--- src/rtl/spi_mem_pkg.sv ---
// Shared types and constants for the SPI memory bus arbiter.
package spi_mem_pkg;

  typedef enum logic [2:0] {
    IDLE,
    SETUP,
    SHIFT,
    DONE,
    GAP
  } state_t;

  localparam logic [7:0]  CMD_READ   = 8'h03;
  localparam logic [7:0]  CMD_WRITE  = 8'h02;
  localparam logic        TGT_FLASH  = 1'b0;
  localparam logic        TGT_RAM    = 1'b1;
  localparam int unsigned SHIFT_BITS = 40;

endpackage

--- src/rtl/rr_arbiter.sv ---
// Combinational round-robin picker: first set request after ptr, with wrap.
module rr_arbiter #(
  parameter int unsigned NREQ = 3,
  parameter int unsigned IW   = (NREQ > 1) ? $clog2(NREQ) : 1
) (
  input  logic [NREQ-1:0] req,
  input  logic [IW-1:0]   ptr,
  output logic [NREQ-1:0] gnt,
  output logic [IW-1:0]   idx,
  output logic            valid
);

  always_comb begin
    logic [IW-1:0] cand;
    gnt   = '0;
    idx   = '0;
    valid = 1'b0;
    cand  = '0;
    for (int unsigned off = 1; off <= NREQ; off++) begin
      cand = IW'((32'(ptr) + off) % NREQ);
      if (!valid && req[cand]) begin
        valid     = 1'b1;
        idx       = cand;
        gnt[cand] = 1'b1;
      end
    end
  end

endmodule

--- src/rtl/spi_mem_arbiter.sv ---
// Round-robin arbiter sharing one SPI mode-0 bus (flash + SPI SRAM) between
// byte-wide requesters; one CMD/addr24/data frame per grant.
module spi_mem_arbiter
  import spi_mem_pkg::*;
#(
  parameter int unsigned NREQ   = 3,
  parameter int unsigned ADDR_W = 16
) (
  input  logic                   clk,
  input  logic                   rst,
  input  logic [NREQ-1:0]        req,
  input  logic [NREQ-1:0]        we,
  input  logic [NREQ-1:0]        tgt,
  input  logic [NREQ*ADDR_W-1:0] addr,
  input  logic [NREQ*8-1:0]      wdata,
  output logic [NREQ-1:0]        gnt,
  output logic [NREQ-1:0]        done,
  output logic [7:0]             rdata,
  output logic                   busy,
  output logic                   spi_sclk,
  output logic                   spi_mosi,
  input  logic                   spi_miso,
  output logic                   spi_cs_flash_n,
  output logic                   spi_cs_ram_n
);

  localparam int unsigned IW = (NREQ > 1) ? $clog2(NREQ) : 1;

  state_t                  state;
  logic [IW-1:0]           ptr;
  logic [NREQ-1:0]         arb_gnt;
  logic [IW-1:0]           arb_idx;
  logic                    arb_valid;

  logic                    sel_we, sel_tgt, skip;
  logic [ADDR_W-1:0]       sel_addr;
  logic [7:0]              sel_wdata;
  logic [23:0]             addr24;
  logic [SHIFT_BITS-1:0]   frame;

  logic [SHIFT_BITS-2:0]   shreg;
  logic [5:0]              bit_cnt;
  logic                    phase;
  logic [6:0]              rx;
  logic                    lat_we, lat_skip;

  rr_arbiter #(.NREQ(NREQ), .IW(IW)) u_arb (
    .req  (req),
    .ptr  (ptr),
    .gnt  (arb_gnt),
    .idx  (arb_idx),
    .valid(arb_valid)
  );

  // Mux the winner's fields with the one-hot grant and build its frame.
  always_comb begin
    sel_we    = 1'b0;
    sel_tgt   = 1'b0;
    sel_addr  = '0;
    sel_wdata = '0;
    for (int unsigned i = 0; i < NREQ; i++) begin
      if (arb_gnt[i]) begin
        sel_we    = sel_we | we[i];
        sel_tgt   = sel_tgt | tgt[i];
        sel_addr  = sel_addr | ADDR_W'(addr >> (i * ADDR_W));
        sel_wdata = sel_wdata | 8'(wdata >> (i * 8));
      end
    end
    addr24               = '0;
    addr24[ADDR_W-1:0]   = sel_addr;
    skip                 = sel_we && (sel_tgt == TGT_FLASH);
    frame = {sel_we ? CMD_WRITE : CMD_READ, addr24, sel_we ? sel_wdata : 8'h00};
  end

  always_ff @(posedge clk or posedge rst) begin
    if (rst) begin
      state          <= IDLE;
      ptr            <= IW'(NREQ - 1);
      gnt            <= '0;
      done           <= '0;
      rdata          <= '0;
      busy           <= 1'b0;
      spi_sclk       <= 1'b0;
      spi_mosi       <= 1'b0;
      spi_cs_flash_n <= 1'b1;
      spi_cs_ram_n   <= 1'b1;
      shreg          <= '0;
      bit_cnt        <= '0;
      phase          <= 1'b0;
      rx             <= '0;
      lat_we         <= 1'b0;
      lat_skip       <= 1'b0;
    end else begin
      case (state)
        IDLE: begin
          if (arb_valid) begin
            state    <= SETUP;
            ptr      <= arb_idx;
            gnt      <= arb_gnt;
            busy     <= 1'b1;
            lat_we   <= sel_we;
            lat_skip <= skip;
            shreg    <= frame[SHIFT_BITS-2:0];
            // Outputs are registered, so SETUP's CS and first bit are set here.
            if (!skip) begin
              spi_mosi <= frame[SHIFT_BITS-1];
              if (sel_tgt == TGT_RAM) spi_cs_ram_n   <= 1'b0;
              else                    spi_cs_flash_n <= 1'b0;
            end
          end
        end
        SETUP: begin
          bit_cnt <= '0;
          phase   <= 1'b0;
          if (lat_skip) begin
            state <= DONE;
            done  <= gnt;
          end else begin
            state <= SHIFT;
          end
        end
        SHIFT: begin
          if (!phase) begin
            spi_sclk <= 1'b1;
            phase    <= 1'b1;
          end else begin
            spi_sclk <= 1'b0;
            phase    <= 1'b0;
            rx       <= {rx[5:0], spi_miso};
            shreg    <= {shreg[SHIFT_BITS-3:0], 1'b0};
            if (bit_cnt == 6'(SHIFT_BITS - 1)) begin
              state          <= DONE;
              done           <= gnt;
              spi_mosi       <= 1'b0;
              spi_cs_flash_n <= 1'b1;
              spi_cs_ram_n   <= 1'b1;
              if (!lat_we) rdata <= {rx, spi_miso};
            end else begin
              spi_mosi <= shreg[SHIFT_BITS-2];
              bit_cnt  <= bit_cnt + 6'd1;
            end
          end
        end
        DONE: begin
          done  <= '0;
          gnt   <= '0;
          state <= GAP;
        end
        GAP: begin
          busy  <= 1'b0;
          state <= IDLE;
        end
        default: state <= IDLE;
      endcase
    end
  end

endmodule

--- config.mk ---
export PLATFORM = sky130hd
export DESIGN_NAME = spi_mem_arbiter
export DESIGN_NICKNAME = d
export VERILOG_FILES = /design/src/rtl/spi_mem_pkg.sv /design/src/rtl/rr_arbiter.sv /design/src/rtl/spi_mem_arbiter.sv
export SDC_FILE = /design/constraint.sdc
export NUM_CORES = 1
export LEC_CHECK = 0
export CORE_MARGIN = 2
export CORE_UTILIZATION = 30
export DETAILED_ROUTE_END_ITERATION = 8
export SLEW_MARGIN = 20
export SYNTH_ARGS = -nofsm -noshare
export SYNTH_HDL_FRONTEND = slang
export SYNTH_SLANG_ARGS = --single-unit
--- constraint.sdc ---
create_clock -name clk -period 3.3 [get_ports clk]
set_input_delay 0.66 -clock clk [delete_from_list [all_inputs] [get_ports clk]]
set_output_delay 0.66 -clock clk [all_outputs]
set_load 0.03 [all_outputs]
==> flow_summary.toml <==
[cts]
clock_latency_ns = 0.34
ctsHoldBuffers = 0
clock-sinks = 79
clk_pin_slew_worst_paths_ns = 0.06
cts_tree = "built"
cts_buffers = 9
clk_path_buf_depth = 2
cts_root_buf = "clkbuf_16"
cts_resized = 0
htreeDepth = 3
cts_setup_buffers = 0

[global_route]
grt_util_all_layers_pct = 14.1
grt_pass1_wl_um = 16200
grt_antenna_before_repair = 0
grt_max_degree = 46
grt-ovfl-total = 0
grt_pass1_vias = 3335

[detailed_routing]
finalWirelength_um = 9690
vias = 3380
wire_per_inst_um = 14.4
drc_errors = 0
drtIter0Drc = 181
via_per_inst = 5.02
first_pass_iters = 5
ant_nets = 0

[logic_synthesis]
yosysTopAreaCell = "dfrtp_1"
synth_most_common_cell = "dfrtp_1"
synth.yosys.seq_area_share_pct = 49.9
async_flop_share_pct = 100
synth_area_um2 = 3970
synth_area_leaders = "dfrtp_1, nand2_1, a221o_1, a21oi_1, o21ai_1"
synth-seq-cells = 79
yosysUniqueCellTypes = 60
yosys.area.top_type_share_pct = 47.9
avgSynthCellArea_um2 = 9.98
synth_ff_type = "dfrtp_1"
synth_edf_count = 0
yosys_warnings = 0
syn-num-nets = 487
syn_inst = 398
synth.top_cells.by_count = "dfrtp_1, nand2_1, a21oi_1"

[flow_run]
max-cap-violations = 0

[timing]
fin_crit_sh_pct = 82.7
max_freq_ghz = 0.366
setup-tns-final_ns = 0
slew_violations = 0
max_slew_margin_pct = 36.8
skew_ns = 0.0114
min_period_ns = 2.73
worstMarginPinSlew_ns = 0.948
rsz0062_at_grt = "false"
whs_ns = 0.478
hold_violations = 0
finalSetupViolCount = 0

[pwr]
switchingPower_uw = 518
p_comb_share_pct = 9.5
powerDensity_nw_per_um2 = 406
intPower_uw = 1700
total_power_uw = 2220
pwr-share-clk_pct = 46.2
power.leakage_uw = 0.00231
ir_drop_mv = 0.251
switching_share_pct = 23.4
seqPwrFrac_pct = 44.3

[floorplan]
rows = 42
die_h_um = 119
io_pins = 103
start_util_pct = 30.4
core_um2 = 13100
die_area_um2 = 14200
die_x_um = 119

[setup_path]
cp.arrival_ns = 2.95
start_kind = "register"
worstPathMaxFanout = 26
cp.required_ns = 3.52
max_stage_delay_ns = 0.56
crit_type = "register to register"
cp_slowest_cell = "dfstp_2"
critical_path.endpoint_type = "register"
reg2reg_to = "spi_mosi"
r2r-start = "ptr[1]"
cp-startpoint = "ptr[1]"
ff2ff_path_depth = 9
cp_cell_sequence = "inv_1, ha_1, mux2i_1, o22ai_2, o211a_1, mux2_4, a221o_2, a31oi_1, o21ai_1"
r2r_setup_slack_ns = 0.57

[final_layout]
diodes = 0
syn_to_final_growth_pct = 37.3
fin_nets = 581
final-seq-area_um2 = 1980
multi_input_area_um2 = 1820
drive_gt1_share_pct = 10.5
n_fill_cell = 1288

[worst_hold_path]
worstHoldStart = "spi_sclk"
min_to = "spi_sclk"
hold_path.class = "register to register"
holdPathStages = 2

[placed_design]
io_buffer_count = 102
gp_congestion = 0.815
dpl.hpwl_um = 7060

[outcome]
status = "completed"
## cell families (layout without fill, tap and decap cells)
logic type / count (synthesis) / after routing / synth area share [%]
AO/OA/AOI/OAI: 140 / 140 / 24.1
AND/OR/NAND/NOR: 122 / 122 / 15.5
flip-flops: 79 / 79 / 49.9
buffers and inverters: 35 / 134 / 4.44
multiplexers: 12 / 12 / 3.43
adder cells (fa/ha/maj): 5 / 5 / 1.57
XOR/XNOR: 5 / 5 / 1.10
## layout make-up
type                            count  share of cell area (%)
Timing Repair Buffer              111                    20.2
Clock buffer                        9                    4.13
Clock inverter                      7                    1.54
Multi-Input combinational cell    284                    33.3
Inverter                            7                   0.505
Sequential cell                    79                    36.3
Tap cell                          176                    4.04
## cell usage in the layout (no fill, tap or decap), types with 3 or more instances in the layout
cell	instances
a21oi_1	31
a221o_1	16
a222oi_1	8
a22o_1	13
buf_4	8
clkbuf_16	9
clkdlybuf4s50_1	102
dfrtp_1	76
dfstp_2	3
ha_1	5
inv_1	6
inv_6	4
mux2_2	8
nand2_1	61
nand2b_1	6
nand3_1	4
nand3b_1	3
nand4_1	5
nor2_1	20
o21ai_0	21
o21ai_1	26
o22ai_1	7
xor2_1	4
## critical path, delay by kind of cell (launching register included)
kind | cells | cell delay, ns
AOI/OAI and AO/OA | 5 | 1.14
muxes | 2 | 0.59
DFF | 1 | 0.56
adders and majority gates | 1 | 0.25
buffers and inverters | 1 | 0.06
## how the worst max path moves through the flow
stage,to
detailed placement,spi_mosi
finish,spi_mosi
global placement,spi_mosi
floorplan,bit_cnt[0]
global route,spi_mosi
CTS,spi_mosi
## power by group through the flow
stage	Combinational (uW)	Clock (uW)	Sequential [uW]
3_3_place_gp	209	0	1000
4_1_cts	214	1050	983
6_report	210	1020	983
3_5_place_dp	213	0	1000
5_1_grt	229	1100	983
2_1_floorplan	83.5	0	1000
## stage by stage
stage	cells	cell area (um^2)	setup WS (ns)	util (%)
final	673	5450	0.570	41.7
after floorplan	398	3970	0.622	-
after global placement	657	5140	0.341	39.3
after global routing	673	5450	0.394	41.7
after CTS	673	5450	0.591	41.7
after detailed placement	657	5140	0.306	39.3
## sequential cells by signal (all words and copies together) (netlist names)
signal          flops
done                3
busy                1
lat_skip            1
state               3
spi_sclk            1
ptr                 2
gnt                 3
rx                  7
bit_cnt             6
phase               1
lat_we              1
shreg              39
rdata               8
spi_cs_ram_n        1
spi_cs_flash_n      1
spi_mosi            1
## per-layer routing
metal	up-vias	GRT usage [%]	wire length [um]	share of wire (%)
met5	-	0	0	0
met2	82	22.6	4640	48
met3	11	4.17	547	5.6
li1	1652	-	-	-
met1	1635	18.5	4380	45
met4	0	4.24	127	1.3
Note: power is estimated with default switching activity, not from simulation.
